### src/rtl/demux_collect_8bit.sv
// Purpose : 1-to-8 bit collector; steers serial bits into eight registered outputs and flags a full byte.
// Latency : 1 cycle from an accepted write to O/mask/ptr; full rises on the edge of the 8th distinct position.
// Backpres: wr_ready = ~full; writes while full are dropped and reported by a one-cycle ovf pulse.
//
// Ports:
//   clk, reset       rising-edge clock, synchronous active-high reset
//   D                data bit to write
//   S0,S1,S2         addressed-mode position, S0 is the MSB
//   wr, seq_mode     write strobe; 0 = addressed write, 1 = write at ptr and advance ptr
//   out_ack          consumer acknowledge; clears the frame while full
//   O0..O7           collected bits, position n = {S0,S1,S2}
//   wr_ready, full   write acceptance / byte valid
//   mask, ptr, ovf   per-position written flags, sequential pointer, dropped-write pulse
module demux_collect_8bit (
  input  logic       clk,
  input  logic       reset,
  input  logic       D,
  input  logic       S0,
  input  logic       S1,
  input  logic       S2,
  input  logic       wr,
  input  logic       seq_mode,
  input  logic       out_ack,
  output logic       O0,
  output logic       O1,
  output logic       O2,
  output logic       O3,
  output logic       O4,
  output logic       O5,
  output logic       O6,
  output logic       O7,
  output logic       wr_ready,
  output logic       full,
  output logic [7:0] mask,
  output logic [2:0] ptr,
  output logic       ovf
);

  logic [7:0] bits;
  logic [2:0] pos;
  logic [7:0] pos_onehot;

  // Target position for a write this cycle; only used when the write is accepted.
  always_comb begin
    pos        = seq_mode ? ptr : {S0, S1, S2};
    pos_onehot = 8'b0000_0001 << pos;
  end

  always_ff @(posedge clk) begin
    if (reset) begin
      bits <= 8'h00;
      mask <= 8'h00;
      ptr  <= 3'd0;
      full <= 1'b0;
      ovf  <= 1'b0;
    end else begin
      // Any write while full is refused, including one coincident with out_ack.
      ovf <= wr && full;
      if (full) begin
        // O keeps the old byte after ack; only the bookkeeping restarts.
        if (out_ack) begin
          mask <= 8'h00;
          ptr  <= 3'd0;
          full <= 1'b0;
        end
      end else if (wr) begin
        bits[pos] <= D;
        mask      <= mask | pos_onehot;
        if (seq_mode) begin
          ptr <= ptr + 3'd1;
        end
        // Overwrites of an already-set position leave the mask unchanged and cannot complete a frame.
        if ((mask | pos_onehot) == 8'hFF) begin
          full <= 1'b1;
        end
      end
    end
  end

  assign wr_ready = ~full;
  assign {O7, O6, O5, O4, O3, O2, O1, O0} = bits;

endmodule

### config.mk
export PLATFORM = sky130hd
export DESIGN_NAME = demux_collect_8bit
export DESIGN_NICKNAME = d
export VERILOG_FILES = /design/src/rtl/demux_collect_8bit.sv
export SDC_FILE = /design/constraint.sdc
export NUM_CORES = 1
export LEC_CHECK = 0
export CORE_MARGIN = 2
export CORE_UTILIZATION = 46
export DETAILED_ROUTE_END_ITERATION = 7
export PLACE_DENSITY_LB_ADDON = 0.05
export SYNTH_ARGS = -nofsm -noshare
export SYNTH_HDL_FRONTEND = slang
export SYNTH_SLANG_ARGS = --single-unit
### constraint.sdc
create_clock -name clk -period 1.6 [get_ports clk]
set_input_delay 0.24 -clock clk [delete_from_list [all_inputs] [get_ports clk]]
set_output_delay 0.24 -clock clk [all_outputs]
set_load 0.05 [all_outputs]
==> results.md <==
* Status: completed
* Most Crowded Layer GR: met2
* CTS tree: built
* Num CTS Buffers at 3
* Clock Tree Buf Depth at 2
* Crit end category: register
* Hold Buf Count CTS at 0
* Met1 GRT Util at 28.2%
* Initial antenna violation count at 0
* Die X at 51.7 um
* Vias in the first global route at 950
* Maxcap violations at 0
* Met2 usage at 35.9%
* Leading area contributor after synthesis: dfxtp_1
* Area of the die at 0.00267 mm^2
* EDFF count, synth at 0
* Core Box Area at 0.00219 mm^2
* Share of layout cells above drive strength 1 at 37.1%
* Worst hold path type: register to register
* CP max FO at 9
* Hold path depth at 2
* Starting Density at 47.7%
* Synth Instances at 107
* I/O Buffers at 30
* Normalized max-slew margin at 72.6%
* Fin crit share at 93.6%
* First-pass GRT wire length at 4350 um
* Ys Warns at 0
* Ys async rst share at 0%
* Commonest non-fill, non-tap cell in the layout: buf_4
* Max Clk Rate at 668 MHz
* Die Y at 51.7 um
* Grt ovf at 0
* Vias post-DR at 978
* H-tree levels at 1
* Clock root buffer: clkbuf_4
* Rows at 17
* FF-to-FF path depth at 5
* Post-route ant nets at 0
* Routed WL at 2610 um
* Worst-Skew Late Latency at 0.30 ns
* Syn nets at 117
* Post-CTS Setup Bufs at 0
* Routability cong. at 0.860
* Setup Viol. Count Final at 0
* Post-DP HPWL at 1960 um
* Initial DRC count at 28
* GR Util met3 at 4.02%
* Nets@finish at 162
* Seq/Total Area, Yosys at 40.2%
* Post-layout min period at 1.50 ns
* Final Hold Viols at 0
* Peak VDD IR at 0.000653 V
* Util after Layout at 67.6%
* Dominant synthesized flop cell: dfxtp_1
* Clock Skews at 0.00588 ns
* Worst-path clk slew at 0.12 ns
* GRT Util Overall at 21.6%
* CP arrival at 1.70 ns
* Synth top area share at 40.2%
* RSZ-0062 raised after global routing: true
* Number of distinct library cells after synthesis at 39
* Commonest cells after routing, fill and taps aside: buf_4 (35), dfxtp_1 (17), nor2_1 (14), mux2i_1 (9), inv_1 (6)
* Synth Area per Inst at 9.78 um^2
* Power, Total at 1030 uW
* DR WL/cell at 14.6 um
* Synth-to-Final Area Change at 41.5%
* Vias per cell at 5.46
* Tightest Pin Transition at 0.403 ns
* CP startpoint kind: input port
* Worst endpoint required time at 1.81 ns
* Flops & latches, synth at 21
* PwrDens at 696 mW/mm^2
* Ant. Diodes at 0
* Largest net degree at the start of global routing at 15
* Ports at 31
* Leakage at 0.000600 uW
* Synth Cell Area at 0.00105 mm^2
* WS Path Type: input port to register
* First-pass iteration count of the detailed router at 6
* Slew Limit Fails at 0
* CTS Sinks at 21
* Drc violations at 0
* Synth top area cells: dfxtp_1 (40%), mux2i_1 (8.6%), a211oi_1 (5.7%)
-- final cells by class --
| type | count | area, um^2 |
|---|---|---|
| Clock buffer | 4 | 26.3 |
| Fill cell | 191 | 711 |
| Inverter | 6 | 22.5 |
| Multi-Input combinational cell | 77 | 628 |
| Sequential cell | 21 | 425 |
| Tap cell | 28 | 35.0 |
| Timing Repair Buffer | 43 | 343 |
-- repair_timing --
item                       in CTS  in global routing
pin swaps                       0                  1
gates resized for setup         7                  4
setup endpoints to repair       8                  5
gates cloned                    0                  0
-- cell usage after synthesis (2+ instances only) --
cell	instances
nand3b_1	3
mux2i_1	9
a211oi_1	8
o21a_1	5
and2_1	2
o211ai_1	3
dfxtp_1	21
nand2_1	3
o311a_1	2
nor2_1	14
a211oi_2	2
a21boi_0	2
nor3b_1	2
inv_1	6
-- power breakdown --
part           switching, uW  total [uW]  leakage, uW  internal, uW
sequential              14.1         551     0.000172           537
clock                    162         259    0.0000150          97.2
combinational            129         219     0.000413          90.3
-- routing by layer --
| layer | part of all wire, % | routed length, um |
|---|---|---|
| met1 | 45 | 1170 |
| met3 | 4.6 | 121 |
| met4 | 0.46 | 12 |
| met2 | 50 | 1300 |
| met5 | 0 | 0 |
-- cell families (layout without fill, tap and decap cells) --
group | after synthesis | in the layout | share of synthesized area (%)
and+or+nand+nor | 36 | 36 | 20.6
AOI/OAI and AO/OA | 28 | 28 | 22.1
DFF | 21 | 21 | 40.2
muxes | 11 | 11 | 11.0
buffers and inverters | 9 | 53 | 4.07
adders and majority gates | 1 | 1 | 1.20
xor gates and xnor gates | 1 | 1 | 0.837
-- through the flow --
stage / hold WS, ns / std cells / cell area [um^2] / setup WS (ns) / TNS (ns)
final: 0.509 / 179 / 1480 / 0.102 / 0
after global routing: 0.555 / 179 / 1480 / -0.00767 / -0.00767
after CTS: 0.509 / 179 / 1460 / 0.00678 / 0
after detailed placement: 0.488 / 175 / 1410 / -0.456 / -6.02
after global placement: 0.479 / 175 / 1410 / -0.438 / -5.42
after floorplan: 0.312 / 107 / 1050 / 0.114 / 0
-- sequential cells by signal, indices dropped and copies added (netlist names) --
name  count
ovf       1
bits      8
ptr       3
mask      8
full      1
-- worst paths after layout --
| kind | from | end | slack (ns) |
|---|---|---|---|
| hold / removal | mask[1]$_SDFFE_PP0P_ | mask[1]$_SDFFE_PP0P_ | 0.51 |
| hold reg to reg | mask[1]$_SDFFE_PP0P_ | mask[1]$_SDFFE_PP0P_ | 0.51 |
| setup / recovery | seq_mode | bits[6]$_SDFFE_PP0P_ | 0.10 |
| setup reg to reg | full$_SDFF_PP0_ | bits[3]$_SDFFE_PP0P_ | 0.11 |
-- critical path: stages --
cell           delay (ns)
dlygate4sd2_1        0.40
mux2_2               0.46
a211oi_1             0.22
buf_4                0.16
mux2i_1              0.17
nor2_1               0.05
No activity file was read; power rests on OpenSTA's default activity.
